### config.mk
export PLATFORM = sky130hd
export DESIGN_NAME = i2s_tx_flat
export DESIGN_NICKNAME = d
export VERILOG_FILES = /design/src/rtl/i2s_tx_if.sv /design/src/rtl/i2s_tx.sv /design/src/flat_wrapper.sv
export SDC_FILE = /design/constraint.sdc
export NUM_CORES = 1
export LEC_CHECK = 0
export ABC_AREA = 1
export BUFFER_PORTS_ARGS = -buffer_cell sky130_fd_sc_hd__clkbuf_2
export CAP_MARGIN = 20
export CORE_AREA = 2 2 108 110
export CTS_BUF_LIST = sky130_fd_sc_hd__clkbuf_8
export CTS_CLUSTER_DIAMETER = 30
export DETAILED_ROUTE_END_ITERATION = 8
export DIE_AREA = 0 0 110 112
export GPL_TIMING_DRIVEN = 0
export PLACE_DENSITY = 0.83
export SETUP_SLACK_MARGIN = 0.1
export SYNTH_ARGS = -nofsm -noshare
export SYNTH_HDL_FRONTEND = slang
export SYNTH_SLANG_ARGS = --single-unit
### constraint.sdc
create_clock -name clk -period 3.6 [get_ports clk]
set_clock_uncertainty 0.05 [all_clocks]
set_input_delay 0.72 -clock clk [delete_from_list [all_inputs] [get_ports clk]]
set_output_delay 0.72 -clock clk [all_outputs]
set_load 0.01 [all_outputs]
### src/rtl/i2s_tx_if.sv
// Sample stream into the I2S transmitter: a producer pushes PCM words with a valid/ready handshake.
interface i2s_tx_if #(
    parameter int WSZ = 24
) ();
    logic [WSZ-1:0] s_data;
    logic           s_valid;
    logic           s_ready;

    modport master (output s_data, output s_valid, input s_ready);
    modport slave  (input s_data, input s_valid, output s_ready);
endinterface

### src/rtl/i2s_tx.sv
// I2S transmitter: buffers PCM words in a small FIFO and serialises them MSB-first with standard
// I2S framing (WS changes one SCK before the slot data), SCK derived from an external half-period tick.
module i2s_tx #(
    parameter int WSZ        = 24,
    parameter int SLOT       = 32,
    parameter int FIFO_DEPTH = 4
) (
    input  logic                            clk,
    input  logic                            rst,
    input  logic                            en,
    input  logic                            mode,
    input  logic                            tick,
    i2s_tx_if.slave                         s,
    output logic [$clog2(FIFO_DEPTH+1)-1:0] fifo_level,
    output logic                            underrun,
    output logic                            SCK,
    output logic                            WS,
    output logic                            SD
);
    localparam int LW = $clog2(FIFO_DEPTH + 1);
    localparam int PW = $clog2(FIFO_DEPTH);
    localparam int CW = $clog2(2 * SLOT);
    localparam logic [CW-1:0] LAST_CNT    = CW'(2 * SLOT - 1);
    localparam logic [CW-1:0] LEFT_LOAD   = CW'(1);
    localparam logic [CW-1:0] RIGHT_START = CW'(SLOT);
    localparam logic [CW-1:0] RIGHT_LOAD  = CW'(SLOT + 1);
    localparam logic [LW-1:0] DEPTH_L     = LW'(FIFO_DEPTH);

    typedef enum logic {IDLE, RUN} state_t;

    state_t          state, state_next;
    logic [WSZ-1:0]  mem [FIFO_DEPTH];
    logic [PW-1:0]   wr_ptr, rd_ptr;
    logic [LW-1:0]   level, level_next;
    logic            ready_q;
    logic [CW-1:0]   bit_cnt, bit_cnt_next, cnt_inc;
    logic [SLOT-1:0] shift, shift_next;
    logic [WSZ-1:0]  hold, hold_next, load_word;
    logic            mono_q, mono_next;
    logic            sck_next, ws_next, sd_next, underrun_next;
    logic            push, pop, fifo_empty;

    assign push       = s.s_valid && ready_q;
    assign fifo_empty = (level == '0);
    assign s.s_ready  = ready_q;
    assign fifo_level = level;

    always_comb begin
        level_next = level;
        case ({push, pop})
            2'b10:   level_next = level + LW'(1);
            2'b01:   level_next = level - LW'(1);
            default: level_next = level;
        endcase
    end

    // Falling SCK edges advance the frame; slot loads pop the FIFO (or reuse the hold word in mono).
    always_comb begin
        state_next    = state;
        sck_next      = SCK;
        ws_next       = WS;
        sd_next       = SD;
        bit_cnt_next  = bit_cnt;
        shift_next    = shift;
        hold_next     = hold;
        mono_next     = mono_q;
        pop           = 1'b0;
        underrun_next = 1'b0;
        load_word     = '0;
        cnt_inc       = (bit_cnt == LAST_CNT) ? '0 : bit_cnt + CW'(1);
        case (state)
            IDLE: begin
                sck_next     = 1'b0;
                ws_next      = 1'b0;
                sd_next      = 1'b0;
                bit_cnt_next = '0;
                if (tick && en && !fifo_empty) begin
                    state_next = RUN;
                    sck_next   = 1'b1;
                end
            end
            RUN: begin
                if (tick) begin
                    if (!SCK) begin
                        sck_next = 1'b1;
                    end else if (bit_cnt == LAST_CNT && !en) begin
                        state_next   = IDLE;
                        sck_next     = 1'b0;
                        ws_next      = 1'b0;
                        sd_next      = 1'b0;
                        bit_cnt_next = '0;
                    end else begin
                        sck_next     = 1'b0;
                        bit_cnt_next = cnt_inc;
                        ws_next      = (cnt_inc >= RIGHT_START);
                        if (cnt_inc == LEFT_LOAD || cnt_inc == RIGHT_LOAD) begin
                            if (cnt_inc == RIGHT_LOAD && mono_q) begin
                                load_word = hold;
                            end else begin
                                if (cnt_inc == LEFT_LOAD) mono_next = mode;
                                if (fifo_empty) begin
                                    underrun_next = 1'b1;
                                end else begin
                                    pop       = 1'b1;
                                    load_word = mem[rd_ptr];
                                end
                                hold_next = load_word;
                            end
                            shift_next = '0;
                            shift_next[SLOT-1 -: WSZ] = load_word;
                        end else begin
                            shift_next = shift << 1;
                        end
                        sd_next = shift_next[SLOT-1];
                    end
                end
            end
            default: state_next = IDLE;
        endcase
    end

    always_ff @(posedge clk) begin
        if (rst) begin
            state    <= IDLE;
            wr_ptr   <= '0;
            rd_ptr   <= '0;
            level    <= '0;
            ready_q  <= 1'b1;
            bit_cnt  <= '0;
            shift    <= '0;
            hold     <= '0;
            mono_q   <= 1'b0;
            SCK      <= 1'b0;
            WS       <= 1'b0;
            SD       <= 1'b0;
            underrun <= 1'b0;
        end else begin
            state    <= state_next;
            if (push) wr_ptr <= wr_ptr + PW'(1);
            if (pop)  rd_ptr <= rd_ptr + PW'(1);
            level    <= level_next;
            ready_q  <= (level_next != DEPTH_L);
            bit_cnt  <= bit_cnt_next;
            shift    <= shift_next;
            hold     <= hold_next;
            mono_q   <= mono_next;
            SCK      <= sck_next;
            WS       <= ws_next;
            SD       <= sd_next;
            underrun <= underrun_next;
        end
    end

    // Storage has no reset; stale entries are never read because level gates every pop.
    always_ff @(posedge clk) begin
        if (push) mem[wr_ptr] <= s.s_data;
    end
endmodule

### src/flat_wrapper.sv
// flat-port wrapper written by rule: the top's interface ports become plain ports
module i2s_tx_flat 
#(
    parameter int WSZ        = 24,
    parameter int SLOT       = 32,
    parameter int FIFO_DEPTH = 4
)
  (clk, rst, en, mode, tick, fifo_level, underrun, SCK, WS, SD, s_s_data, s_s_valid, s_s_ready);
  i2s_tx_if #(.WSZ(WSZ)) s_i ();
  input  logic clk;
  input  logic rst;
  input  logic en;
  input  logic mode;
  input  logic tick;
  output logic [$clog2(FIFO_DEPTH+1)-1:0] fifo_level;
  output logic underrun;
  output logic SCK;
  output logic WS;
  output logic SD;
  input wire logic [$bits(s_i.s_data)-1:0] s_s_data;
  input wire logic [$bits(s_i.s_valid)-1:0] s_s_valid;
  output wire logic [$bits(s_i.s_ready)-1:0] s_s_ready;
  assign s_i.s_data = s_s_data;
  assign s_i.s_valid = s_s_valid;
  assign s_s_ready = s_i.s_ready;
  i2s_tx #(.WSZ(WSZ), .SLOT(SLOT), .FIFO_DEPTH(FIFO_DEPTH)) u_core (.clk(clk), .rst(rst), .en(en), .mode(mode), .tick(tick), .s(s_i), .fifo_level(fifo_level), .underrun(underrun), .SCK(SCK), .WS(WS), .SD(SD));
endmodule
After elaboration in Yosys (flattened, before gate mapping)
Memory sizes are Yosys's and may differ from the RTL's. A register that Yosys moved wholly into a read port is not among the register bits.
Index checks and enable logic that the tools add are counted.
- bitwise gates (word level): 6
- multipliers: 0
- multiplexer cells: 37
- magnitude comparators: 1
- eq/ne operators: 8
- div/mod/pow operators: 0
- add/subtract/negate cells: 5
- reduce and logical (&&, ||, !) cells: 14
- shift operators: 0
- operators with widths (kind ; count):
    $mux W24 ; 2
    $mux W32 ; 1
    $mux W6 ; 4
    $mux W1 ; 22
    $eq A6 B6 Y1 const B ; 2
    $pmux W6 S2 ; 1
    $pmux W1 S2 ; 4
    $reduce_and A7 Y1 ; 1
    $reduce_or A7 Y1 ; 1
    $add A6 B1 Y6 const B ; 1
    $eq A6 B1 Y1 const B ; 1
    $ge A6 B6 Y1 const B ; 1
    $not A1 Y1 ; 6
    $pmux W3 S2 ; 1
    $logic_and A1 B1 Y1 ; 5
    $reduce_and A5 Y1 ; 1
    $add A2 B1 Y2 const B ; 2
    $mux W2 ; 2
    $reduce_and A4 Y1 ; 1
    $add A3 B1 Y3 const B ; 1
    $logic_not A3 Y1 ; 1
    $ne A3 B3 Y1 const B ; 1
    $sub A3 B1 Y3 const B ; 1
    $eq A2 B1 Y1 const B ; 1
    other kinds (6) ; 7
- output and inout bits: 8
- memories: 1
- memory bits (writable): 96
- word-level logic and storage cells: 85
- bits in latches: 0
- ROM bits: 0
- register bits: 75
- memory list (name ; depth ; bits a word ; read ports ; clocked after Yosys merged registers in ; write ports ; RTL line ; source):
    u_core.mem ; 4 ; 24 ; 1 ; 1 ; 1 ; i2s_tx.sv:32 ; logic [WSZ-1:0] mem [FIFO_DEPTH];

Longest topological paths before layout
Gate-level depths: netlist (run 1).
- depth in word-level cells: 13
- mapped depth: 19

Least setup slack after synthesis (run 1)
Ideal clock, no wire load.
- kind: in2reg
- start: input tick
- end: register u_core.ready_q, in the netlist u_core.s.s_ready
- stages on the path: 13
- library setup time: 125 ps
- buffers on the path: 0
- data arrival time: 2625 ps
- data required time: 3425 ps
- setup slack: 799 ps
- cell sequence: nand2_1 nor2_2 nand2_1 nor2_4 nand3_1 inv_2 ha_1 inv_1 fa_1 o21ai_0 o21ai_0 a21oi_1 nand3_1
- longest elaborated chain between the ends: 5
- elaborated cells between the ends (all ways): 6
- classes of those cells: 3 x eq/ne; 3 x mux
- RTL lines (item ; RTL line ; source):
    start, declared ; flat_wrapper.sv:14 ; input logic tick;
    $mux W1 * ; i2s_tx.sv:83 ; if (tick) begin
    $mux W1 * ; i2s_tx.sv:71 ; case (state)
    named net u_core.pop ; i2s_tx.sv:41 ; logic push, pop, fifo_empty;
    $eq A2 B1 Y1 or $eq A2 B2 Y1 (tied branches) ; i2s_tx.sv:50 ; case ({push, pop})
    $pmux W3 S2 * ; i2s_tx.sv:50 ;
    $ne A3 B3 Y1 * ; i2s_tx.sv:142 ; ready_q <= (level_next != DEPTH_L);
    end signal, assigned ; i2s_tx.sv:142 ;
    end, declared ; i2s_tx.sv:35 ; logic ready_q;
The timed path passes the listed nets; every way through them passes the cells marked *.
A chain may end at the register's enable or synchronous reset.

Worst setup path after layout (run 1)
- start: register u_core.bit_cnt[0]
- end: register u_core.ready_q, in the netlist u_core.s.s_ready
- longest elaborated chain between the ends: 13
- elaborated cells between the ends (all ways): 18
- classes of those cells: 1 x add/sub; 6 x eq/ne; 8 x mux; 3 x reduce/logical
- RTL lines (item ; RTL line ; source):
    start, declared ; i2s_tx.sv:36 ; logic [CW-1:0] bit_cnt, bit_cnt_next, cnt_inc;
    start signal, assigned ; i2s_tx.sv:143 ; bit_cnt <= bit_cnt_next;
    $add A6 B1 Y6 or $eq A6 B6 Y1 (tied branches) ; i2s_tx.sv:70, i2s_tx.sv:86 ;
    $mux W6 ; i2s_tx.sv:70 ; cnt_inc = (bit_cnt == LAST_CNT) ? '0 : bit_cnt + CW'(1);
    $eq A6 B6 Y1 ; i2s_tx.sv:96, i2s_tx.sv:97 ;
    $logic_and A1 B1 Y1 ; i2s_tx.sv:97 ; if (cnt_inc == RIGHT_LOAD && mono_q) begin
    $mux W1 ; i2s_tx.sv:97 ;
    $mux W1 ; i2s_tx.sv:96 ; if (cnt_inc == LEFT_LOAD || cnt_inc == RIGHT_LOAD) begin
    $mux W1 * ; i2s_tx.sv:86 ; end else if (bit_cnt == LAST_CNT && !en) begin
    $mux W1 * ; i2s_tx.sv:84 ; if (!SCK) begin
    $mux W1 * ; i2s_tx.sv:83 ;
    $mux W1 * ; i2s_tx.sv:71 ;
    named net u_core.pop ; i2s_tx.sv:41 ;
    $eq A2 B1 Y1 or $eq A2 B2 Y1 (tied branches) ; i2s_tx.sv:50 ;
    $pmux W3 S2 * ; i2s_tx.sv:50 ;
    $ne A3 B3 Y1 * ; i2s_tx.sv:142 ;
Marks and branches as above.

==> metrics.md, run 1 <==
| Metric | Value |
|---|---|
| Multi-input gate area | 2160 um2 |
| WL met3 | 1.05 mm |
| Total GRT Usage | 25.3% |
| CTS tree | built |
| Kind of critical path | register to register |
| Yosys cell types | 33 |
| Worst-path maximum fanout | 9 |
| Initial antenna violation count | 0 |
| Sw frac | 23.8% |
| Floorplan row count | 39 |
| Period utilization | 89.5% |
| FF+latch count, synth | 165 |
| DRC viols | 0 |
| Drt initial violations | 406 |
| DRT Pass-1 Iters | 5 |
| I/O pins | 38 |
| Die X | 110 um |
| Max incr delay on CP | 0.44 ns |
| Die area | 12300 um2 |
| Antenna Cells | 0 |
| Reg-to-reg endpoint | u_core.s.s_ready |
| Wire per inst | 16.1 um |
| Highest routed layer | met4 |
| CTS Hold Bufs | 0 |
| Flop pwr share | 57.5% |
| Die Y | 112 um |
| Critical path's slowest cell | dfxtp_1 |
| Storage cell area | 4260 um2 |
| Power Dens Cells | 465 nW/um2 |
| R2R Path Start | u_core.bit_cnt[0] |
| Yosys warns | 0 |
| Synth Cell Area | 6890 um2 |
| Vias in the first global route | 4932 |
| Delay-heaviest family, CP | simple AND/OR/NAND/NOR gates |
| Final hold vios | 0 |
| Worst Setup EP | u_core.s.s_ready |
| Worst-path clk slew | 0.09 ns |
| Clock Power Share | 35.9% |
| Worst-case reg-to-reg path depth | 16 |
| Comb power frac | 6.7% |
| Setup crit end kind | register |
| WHS | 0.413 ns |
| R2R Setup Slk | 0.38 ns |
| Setup Fix Bufs, Post-CTS | 0 |
| Clock latency on the worst-skew pair | 0.46 ns |
| Overflow after GRT | 0 |
| Post-cts resize count | 0 |
| CTS Sinks | 165 |
| Vias per cell | 5.69 |
| Ys flop type | edfxtp_1 |
| Arrival time of the worst setup path | 3.51 ns |
| Core Box Area | 11200 um2 |
| Status | finished clean |
| H-tree depth | 4 |
| Worst setup startpoint | u_core.bit_cnt[0] |
| Sw power | 860 uW |
| Crit path depth | 16 |
| TritonCTS buffer count | 17 |
| Sequential share of the synthesized area | 61.9% |
| Metal2 WL | 7.45 mm |
| Peak Freq | 310 MHz |
| Drt total wl | 14.8 mm |
| Post-synth EDFFs | 96 |
| Antenna Nets Post-Route | 0 |
| Crit path launch type | register |
| Hpwl dp | 10.3 mm |
| Setup TNS | 0 ns |
| Gpl congestion | 0.862 |
| Leak | 2.83 nW |
| CP cell instances | ha_1 -> nand2_2 -> nor2_2 -> nand2_2 -> nand3_2 -> nand3_4 -> nor2_4 -> nand3_1 -> inv_2 -> ha_1 -> inv_1 -> fa_1 -> o21ai_0 -> o21ai_0 -> a21oi_1 -> nand3_1 |
| First-pass GRT wire length | 23.3 mm |
| Area growth syn-to-layout | 12.6% |
| Ys async rst share | 0% |
| Mean Syn Cell Area | 9.76 um2 |
| Filler cells | 780 |
| Setup-failing EPs final | 0 |
| Post-Syn Nets | 744 |
| Mapped Cells | 706 |
| Fin util | 69.5% |
| DR vias | 5242 |
| CTS Root Buffer Type | clkbuf_8 |
| Crit path time final | 3.22 ns |
| Worst IR Drop VDD | 0.405 mV |
| Power Internal | 2.75 mW |
| Slew headroom | 47.3% |
| Starting Density | 61.7% |
| M1 WL | 5.99 mm |
| Bufs and invs on worst path | 2 |
| Required @ worst endpoint | 3.89 ns |
| Share of layout cells above drive strength 1 | 13.9% |
| Slew Limit Fails | 0 |
| Input/output buffers | 36 |
| RSZ-0062 raised after global routing | false |
| Nets | 803 |
| Min-delay worst type | register to register |
| Clock buffer depth | 2 |
| Largest net degree at the start of global routing | 17 |
| Slew @ Worst Pin | 0.789 ns |
| Reported max-cap violation count | 0 |
[metal layers]
layer,GRT usage [%],vias to the layer above
li1,-,2539
met1,31.8,2442
met2,40.9,231
met3,5.97,30
met4,12.0,0
met5,0,-
[worst min-delay path by stage]
stage,startpoint,end,slack [ns],cells past startpoint
3_5_place_dp,u_core.hold[11],u_core.hold[11],0.40,2
6_report,u_core.hold[4],u_core.hold[4],0.41,2
2_1_floorplan,u_core.hold[6],u_core.hold[6],0.39,2
3_3_place_gp,u_core.hold[16],u_core.hold[16],0.40,2
4_1_cts,s_s_data[12],u_core.mem[2][12],0.40,1
5_1_grt,s_s_data[5],u_core.mem[2][5],0.41,1
[power groups by stage]
stage / Sequential, mW / Combinational, mW / Clock, mW
floorplan: 2.12 / 0.135 / 0
CTS: 2.07 / 0.240 / 1.31
global placement: 2.12 / 0.210 / 0
finish: 2.07 / 0.241 / 1.30
global route: 2.08 / 0.267 / 1.39
detailed placement: 2.12 / 0.238 / 0
[metrics by stage]
stage               worst slack (ns)  instance area (um2)  std cells  power (mW)
floorplan                      0.799                 6890        706        2.25
global placement               0.349                 7250        885        2.33
detailed placement             0.168                 7370        889        2.36
CTS                            0.400                 7760        921        3.63
global route                   0.237                 7760        921        3.74
finish                         0.378                 7760        921        3.61
[placed cells by master, fill, tap and decap left out, drive strengths merged]
master,count
clkinvlp,3
clkbuf,75
xnor2,1
bufinv,2
fa,1
a41oi,1
nor4,1
inv,81
dfxtp,69
edfxtp,96
nand3,37
o21bai,2
nand2,110
nor2,66
nand3b,22
o21ai,58
nor3,4
xor2,1
a21oi,66
nand4,6
o22ai,39
a211oi,1
clkinv,9
buf,20
ha,7
[worst reg2reg max path, cell delays in order, from the launching register on]
cell and delay [ns]:
dfxtp_1 0.44, ha_1 0.23, nand2_2 0.09, nor2_2 0.12, nand2_2 0.11, nand3_2 0.10, nand3_4 0.13, nor2_4 0.28
nand3_1 0.19, inv_2 0.11, ha_1 0.15, inv_1 0.07, fa_1 0.39, o21ai_0 0.22, o21ai_0 0.10, a21oi_1 0.19
nand3_1 0.11
[logic make-up (layout without fill, tap and decap cells)]
kind of cell / count (synthesis) / after routing / synth area share, %
AOI/OAI and AO/OA: 167 / 167 / 13.1
xor gates and xnor gates: 2 / 2 / 0.254
DFF: 165 / 165 / 61.9
and+or+nand+nor: 246 / 246 / 16.3
buffers and inverters: 118 / 190 / 6.94
adders and majority gates: 8 / 8 / 1.56
[state kept, by name, indices dropped and copies added (netlist names), named ones only]
signal,cells
u_core.mem,96
u_core.hold,24
u_core.shift,23
u_core.bit_cnt,6
u_core.fifo_level,3
u_core.rd_ptr,2
u_core.wr_ptr,2
u_core.SCK,1
u_core.SD,1
u_core.WS,1
u_core.mono_q,1
u_core.s.s_ready,1
u_core.state,1
u_core.underrun,1
[Yosys cell counts, types with 2 or more instances]
cell	number	area (um2)
nand3b_1	22	165
nand4_1	6	37.5
ha_1	7	87.6
nand3_1	34	170
edfxtp_1	96	2880
buf_2	14	70.1
buf_6	2	22.5
nand2_1	107	402
nand3_2	2	20.0
nand2_2	3	18.8
inv_2	4	15.0
nor2_2	2	12.5
inv_1	74	278
o22ai_1	39	244
nor2_1	62	233
nor3_1	4	20.0
nor2_4	2	22.5
dfxtp_1	69	1380
clkbuf_1	22	82.6
a21oi_1	66	330
o21ai_0	57	285
[final cells by class]
type                    instances  area share, %
plain buffers                  38           2.26
clock buffers                  17           3.01
clock inverters                15           2.02
inverters                      80           3.90
multi-input cells             423           27.8
flip-flops and latches        165           54.9
well taps                     143           2.31
repair buffers                 40           3.74
(Power assumes the default switching activity.)
==> run 2: changes to the inputs <==
- CORE_AREA: 2 2 108 110 -> 2 2 106 108
- DIE_AREA: 0 0 110 112 -> 0 0 108 110
- PLACE_DENSITY: 0.83 -> 0.85
- clock period: 3.6 -> 3.81 ns (I/O delays scaled with it)
==> run 2 against run 1 <==
Net effect:
- via count is 2.0% higher
- non-clock buffer count unchanged
- hold slack improved by 0.0043 ns
- count of clock-buffer cells in the layout is the same
- critical path depth unchanged
- power fell by 4.8%
- die area down 3.6%
- critical path type unchanged
==> metrics.md, run 2 (same netlist as run 1, synthesis figures left out) <==
| Metric | Value |
|---|---|
| Most frequent cells in the layout | nand2_1 (107), edfxtp_1 (96), inv_1 (75) |
| Reported max-cap violation count | 0 |
| Min-delay worst type | register to register |
| R2R Setup Slk | 0.50 ns |
| Floorplan row count | 38 |
| Nets | 803 |
| R2R Path Start | u_core.bit_cnt[0] |
| Crit path time final | 3.31 ns |
| Peak Freq | 302 MHz |
| Placed inst area | 7340 um2 |
| Final hold vios | 0 |
| I/O pins | 38 |
| Die Y | 110 um |
| CTS Sinks | 165 |
| Wire per inst | 16.7 um |
| Gpl congestion | 0.830 |
| Worst setup startpoint | u_core.bit_cnt[0] |
| Worst-path maximum fanout | 9 |
| Clock buffer depth | 2 |
| Worst-path clk slew | 0.10 ns |
| Drt initial violations | 470 |
| Worst IR Drop VDD | 0.477 mV |
| DR vias | 5348 |
| DRT Pass-1 Iters | 5 |
| Pre-CTS setup slack | 0.331 ns |
| Reg with most FFs | u_core.mem |
| Antenna Nets Post-Route | 0 |
| Final Instance Area | 7740 um2 |
| Starting Density | 64.4% |
| H-tree depth | 4 |
| Setup crit end kind | register |
| Slew Limit Fails | 0 |
| Slew @ Worst Pin | 0.777 ns |
| Arrival time of the worst setup path | 3.60 ns |
| Power Dens Cells | 444 nW/um2 |
| CTS tree | built |
| RSZ-0062 raised after global routing | false |
| TritonCTS buffer count | 17 |
| Setup Fix Bufs, Post-CTS | 0 |
| Share of layout cells above drive strength 1 | 13.8% |
| Period utilization | 87.0% |
| Required @ worst endpoint | 4.10 ns |
| Setup-failing EPs final | 0 |
| Die area | 11900 um2 |
| Reg-to-reg endpoint | u_core.s.s_ready |
| Leak | 2.83 nW |
| Crit path launch type | register |
| CTS Hold Bufs | 0 |
| Initial antenna violation count | 0 |
| Drt total wl | 15.3 mm |
| Total GRT Usage | 27.4% |
| Commonest non-fill, non-tap cell in the layout | nand2_1 |
| Vias in the first global route | 5024 |
| Largest register FFs | 96 |
| Post-cts resize count | 0 |
| Overflow after GRT | 0 |
| Setup TNS | 0 ns |
| Final setup margin | 0.496 ns |
| Status | finished clean |
| Worst Setup EP | u_core.s.s_ready |
| Largest registers | u_core.mem: 96 flops, u_core.hold: 24 flops, u_core.shift: 23 flops |
| Hpwl dp | 10.5 mm |
| CTS Root Buffer Type | clkbuf_8 |
| Die X | 108 um |
| Input/output buffers | 36 |
| Vias per cell | 5.83 |
| Filler cells | 726 |
| Worst-case reg-to-reg path depth | 16 |
| Slew headroom | 48.1% |
| Area growth syn-to-layout | 12.3% |
| Kind of critical path | register to register |
| DRC viols | 0 |
| Antenna Cells | 0 |
| Core Box Area | 10700 um2 |
| Clock latency on the worst-skew pair | 0.46 ns |
| Largest net degree at the start of global routing | 18 |
| First-pass GRT wire length | 24.5 mm |
## run 2: per-layer routing
metal / track usage (%) / part of all wire [%]
met3: 7.11 / 7.7
met5: 0 / 0
met1: 35.4 / 42
met4: 10.2 / 1.4
met2: 45.1 / 49
## run 2: power by group
group	internal [mW]	switching (mW)
clock network	0.550	0.702
logic	0.0695	0.156
registers	1.94	0.0192
total	2.56	0.877
## run 2: critical path: stages, from the launching register on
cell and delay [ns]:
dfxtp_1 0.46, ha_1 0.23, nand2_2 0.09, nor2_2 0.12
nand2_2 0.11, nand3_2 0.10, nand3_4 0.13, nor2_4 0.29
nand3_1 0.19, inv_2 0.11, ha_1 0.17, inv_1 0.08
fa_1 0.39, o21ai_0 0.24, o21ai_0 0.14, a21oi_1 0.19
nand3_1 0.09
## run 2: how the worst min path moves through the flow
stage | startpoint | to | slack [ns] | cells past startpoint
after CTS | u_core.hold[10] | u_core.hold[10] | 0.41 | 2
after floorplan | u_core.hold[6] | u_core.hold[6] | 0.39 | 2
after global placement | u_core.hold[10] | u_core.hold[10] | 0.40 | 2
after global routing | u_core.hold[18] | u_core.hold[18] | 0.43 | 2
final | u_core.hold[0] | u_core.hold[0] | 0.42 | 2
after detailed placement | u_core.hold[10] | u_core.hold[10] | 0.40 | 2
## run 2: cell type report
| class | instances | area, um2 | share of cell area, % |
|---|---|---|---|
| Inverter | 80 | 303 | 3.91 |
| Clock buffer | 17 | 234 | 3.02 |
| Tap cell | 140 | 175 | 2.26 |
| Clock inverter | 15 | 161 | 2.09 |
| Buffer | 38 | 175 | 2.26 |
| Timing Repair Buffer | 40 | 265 | 3.43 |
| Multi-Input combinational cell | 423 | 2160 | 27.9 |
| Sequential cell | 165 | 4260 | 55.1 |
## run 2: through the flow
stage / util [%] / power [mW] / hold WS, ns / cells
after floorplan: - / 2.13 / 0.389 / 706
after global placement: 67.7 / 2.20 / 0.396 / 882
after detailed placement: 68.6 / 2.22 / 0.400 / 886
after CTS: 72.3 / 3.43 / 0.414 / 918
after global routing: 72.3 / 3.53 / 0.432 / 918
final: 72.3 / 3.44 / 0.417 / 918
==> run 3: changes to the inputs <==
- CTS_BUF_LIST: sky130_fd_sc_hd__clkbuf_8 -> default
==> run 3 against run 2 <==
Net effect:
- cell count unchanged
- global-route usage up 1.7 points
- hold slack worse by 0.029 ns
- sequential share of layout area is 1.3 points lower
- combinational power increased by 2%
- register-to-register slack gained 0.07 ns
- design area increased by 2.3%
- setup slack better by 0.074 ns
- critical path depth did not move
- clock power up 34%
- die area unchanged
- largest power group unchanged
==> metrics.md, run 3 (same netlist as run 1, synthesis figures left out) <==
| Metric | Value |
|---|---|
| Die X | 108 um |
| Drt initial violations | 493 |
| Gpl congestion | 0.830 |
| Min-delay src | s_s_data[18] |
| Floorplan row count | 38 |
| Sw power | 951 uW |
| Antenna Cells | 0 |
| Status | finished clean |
| Wire per inst | 17.6 um |
| Die Y | 110 um |
| RSZ-0062 raised after global routing | false |
| Antenna Nets Post-Route | 0 |
| Vias per cell | 5.86 |
| Worst-path maximum fanout | 9 |
| Setup Fix Bufs, Post-CTS | 0 |
| Reg-to-reg endpoint | u_core.s.s_ready |
| Kind of critical path | register to register |
| Fin util | 74.0% |
| Nets | 803 |
| Initial antenna violation count | 0 |
| Final hold vios | 0 |
| Commonest non-fill, non-tap cell in the layout | nand2_1 |
| Hpwl dp | 10.5 mm |
| Reg with most FFs | u_core.mem |
| Clock buffer depth | 2 |
| Highest routed layer | met4 |
| DRT Pass-1 Iters | 5 |
| Arrival time of the worst setup path | 3.61 ns |
| Setup-failing EPs final | 0 |
| Final Instance Area | 7920 um2 |
| Crit path time final | 3.24 ns |
| R2R Setup Slk | 0.57 ns |
| Min-delay worst type | primary input to register |
| CTS tree | built |
| Multi-input gate area | 2160 um2 |
| Input/output buffers | 36 |
| CTS Hold Bufs | 0 |
| Leak | 2.91 nW |
| Power Dens Cells | 489 nW/um2 |
| Worst-case reg-to-reg path depth | 16 |
| Total GRT Usage | 29.1% |
| Setup crit end kind | register |
| Required @ worst endpoint | 4.18 ns |
| Die area | 11900 um2 |
| Flop pwr share | 50.8% |
| DR vias | 5383 |
| Crit path launch type | register |
| DRC viols | 0 |
| Share of layout cells above drive strength 1 | 13.8% |
| Post-cts resize count | 0 |
| Metal2 WL | 8.02 mm |
| Most frequent cells in the layout | nand2_1 (107), edfxtp_1 (96), inv_1 (74) |
| Area growth syn-to-layout | 14.9% |
| Largest register FFs | 96 |
| Clock latency on the worst-skew pair | 0.54 ns |
| Setup TNS | 0 ns |
| First-pass GRT wire length | 25.8 mm |
| R2R Path Start | u_core.bit_cnt[0] |
| Power Internal | 2.92 mW |
| H-tree depth | 4 |
| Placed inst area | 7340 um2 |
| I/O pins | 38 |
| Overflow after GRT | 0 |
| Core Box Area | 10700 um2 |
| Slew @ Worst Pin | 0.795 ns |
| Reported max-cap violation count | 0 |
| Clock Power Share | 43.3% |
| Slew Limit Fails | 0 |
| Drt total wl | 16.2 mm |
| Final setup margin | 0.570 ns |
| WL met3 | 1.53 mm |
| Hold path depth | 1 |
| Period utilization | 85.0% |
| Largest net degree at the start of global routing | 18 |
| Pre-CTS setup slack | 0.331 ns |
| Worst-path clk slew | 0.07 ns |
| CTS Root Buffer Type | clkbuf_8 |
| Filler cells | 709 |
| Vias in the first global route | 5264 |
| M1 WL | 6.32 mm |
| Worst IR Drop VDD | 0.634 mV |
| CTS Sinks | 165 |
| Starting Density | 64.4% |
| TritonCTS buffer count | 17 |
| WHS | 0.388 ns |
| Peak Freq | 309 MHz |
| Sw frac | 24.6% |
| Storage cell area | 4260 um2 |
| Slew headroom | 47.0% |
| Largest registers | u_core.mem: 96 flops, u_core.hold: 24 flops, u_core.shift: 23 flops |
| WHS Endpoint | u_core.mem[3][18] |
| Comb power frac | 5.9% |
==> run 3: how the worst max path moves through the flow <==
stage,startpoint,endpoint,slack [ns]
2_1_floorplan,tick,u_core.s.s_ready,0.97
3_3_place_gp,tick,u_core.s.s_ready,0.51
3_5_place_dp,tick,u_core.s.s_ready,0.33
4_1_cts,u_core.bit_cnt[0],u_core.s.s_ready,0.60
5_1_grt,u_core.bit_cnt[0],u_core.s.s_ready,0.22
6_report,u_core.bit_cnt[0],u_core.s.s_ready,0.57
==> run 3: power groups by stage <==
| stage | registers (mW) | logic [mW] | clock network (mW) |
|---|---|---|---|
| 3_3_place_gp | 2.00 | 0.198 | 0 |
| 2_1_floorplan | 2.00 | 0.128 | 0 |
| 3_5_place_dp | 2.00 | 0.220 | 0 |
| 6_report | 1.97 | 0.229 | 1.67 |
| 4_1_cts | 1.96 | 0.225 | 1.68 |
| 5_1_grt | 1.97 | 0.251 | 1.75 |
==> run 3: worst max-delay path: stages (launching register included) <==
cell	delay [ns]
dfxtp_1	0.45
ha_1	0.23
nand2_2	0.09
nor2_2	0.12
nand2_2	0.11
nand3_2	0.10
nand3_4	0.13
nor2_4	0.28
nand3_1	0.18
inv_2	0.11
ha_1	0.17
inv_1	0.09
fa_1	0.39
o21ai_0	0.22
o21ai_0	0.12
a21oi_1	0.18
nand3_1	0.09
==> run 3: layout make-up <==
cell class                      instances  share of cell area, %
Clock inverter                         14                   1.99
Timing Repair Buffer                   40                   3.35
Multi-Input combinational cell        423                   27.3
Clock buffer                           18                   5.28
Sequential cell                       165                   53.9
Inverter                               80                   3.82
Tap cell                              140                   2.21
Buffer                                 38                   2.21
==> run 3: per-layer routing <==
metal	vias up	global-route usage (%)
met5	-	0
met4	0	11.4
met3	33	8.35
met2	298	48.9
met1	2511	36.0
li1	2541	-
==> run 3: stage by stage <==
step	instances	total power, mW
after global routing	918	3.96
after detailed placement	886	2.22
after CTS	918	3.87
after floorplan	706	2.13
after global placement	882	2.20
final	918	3.87
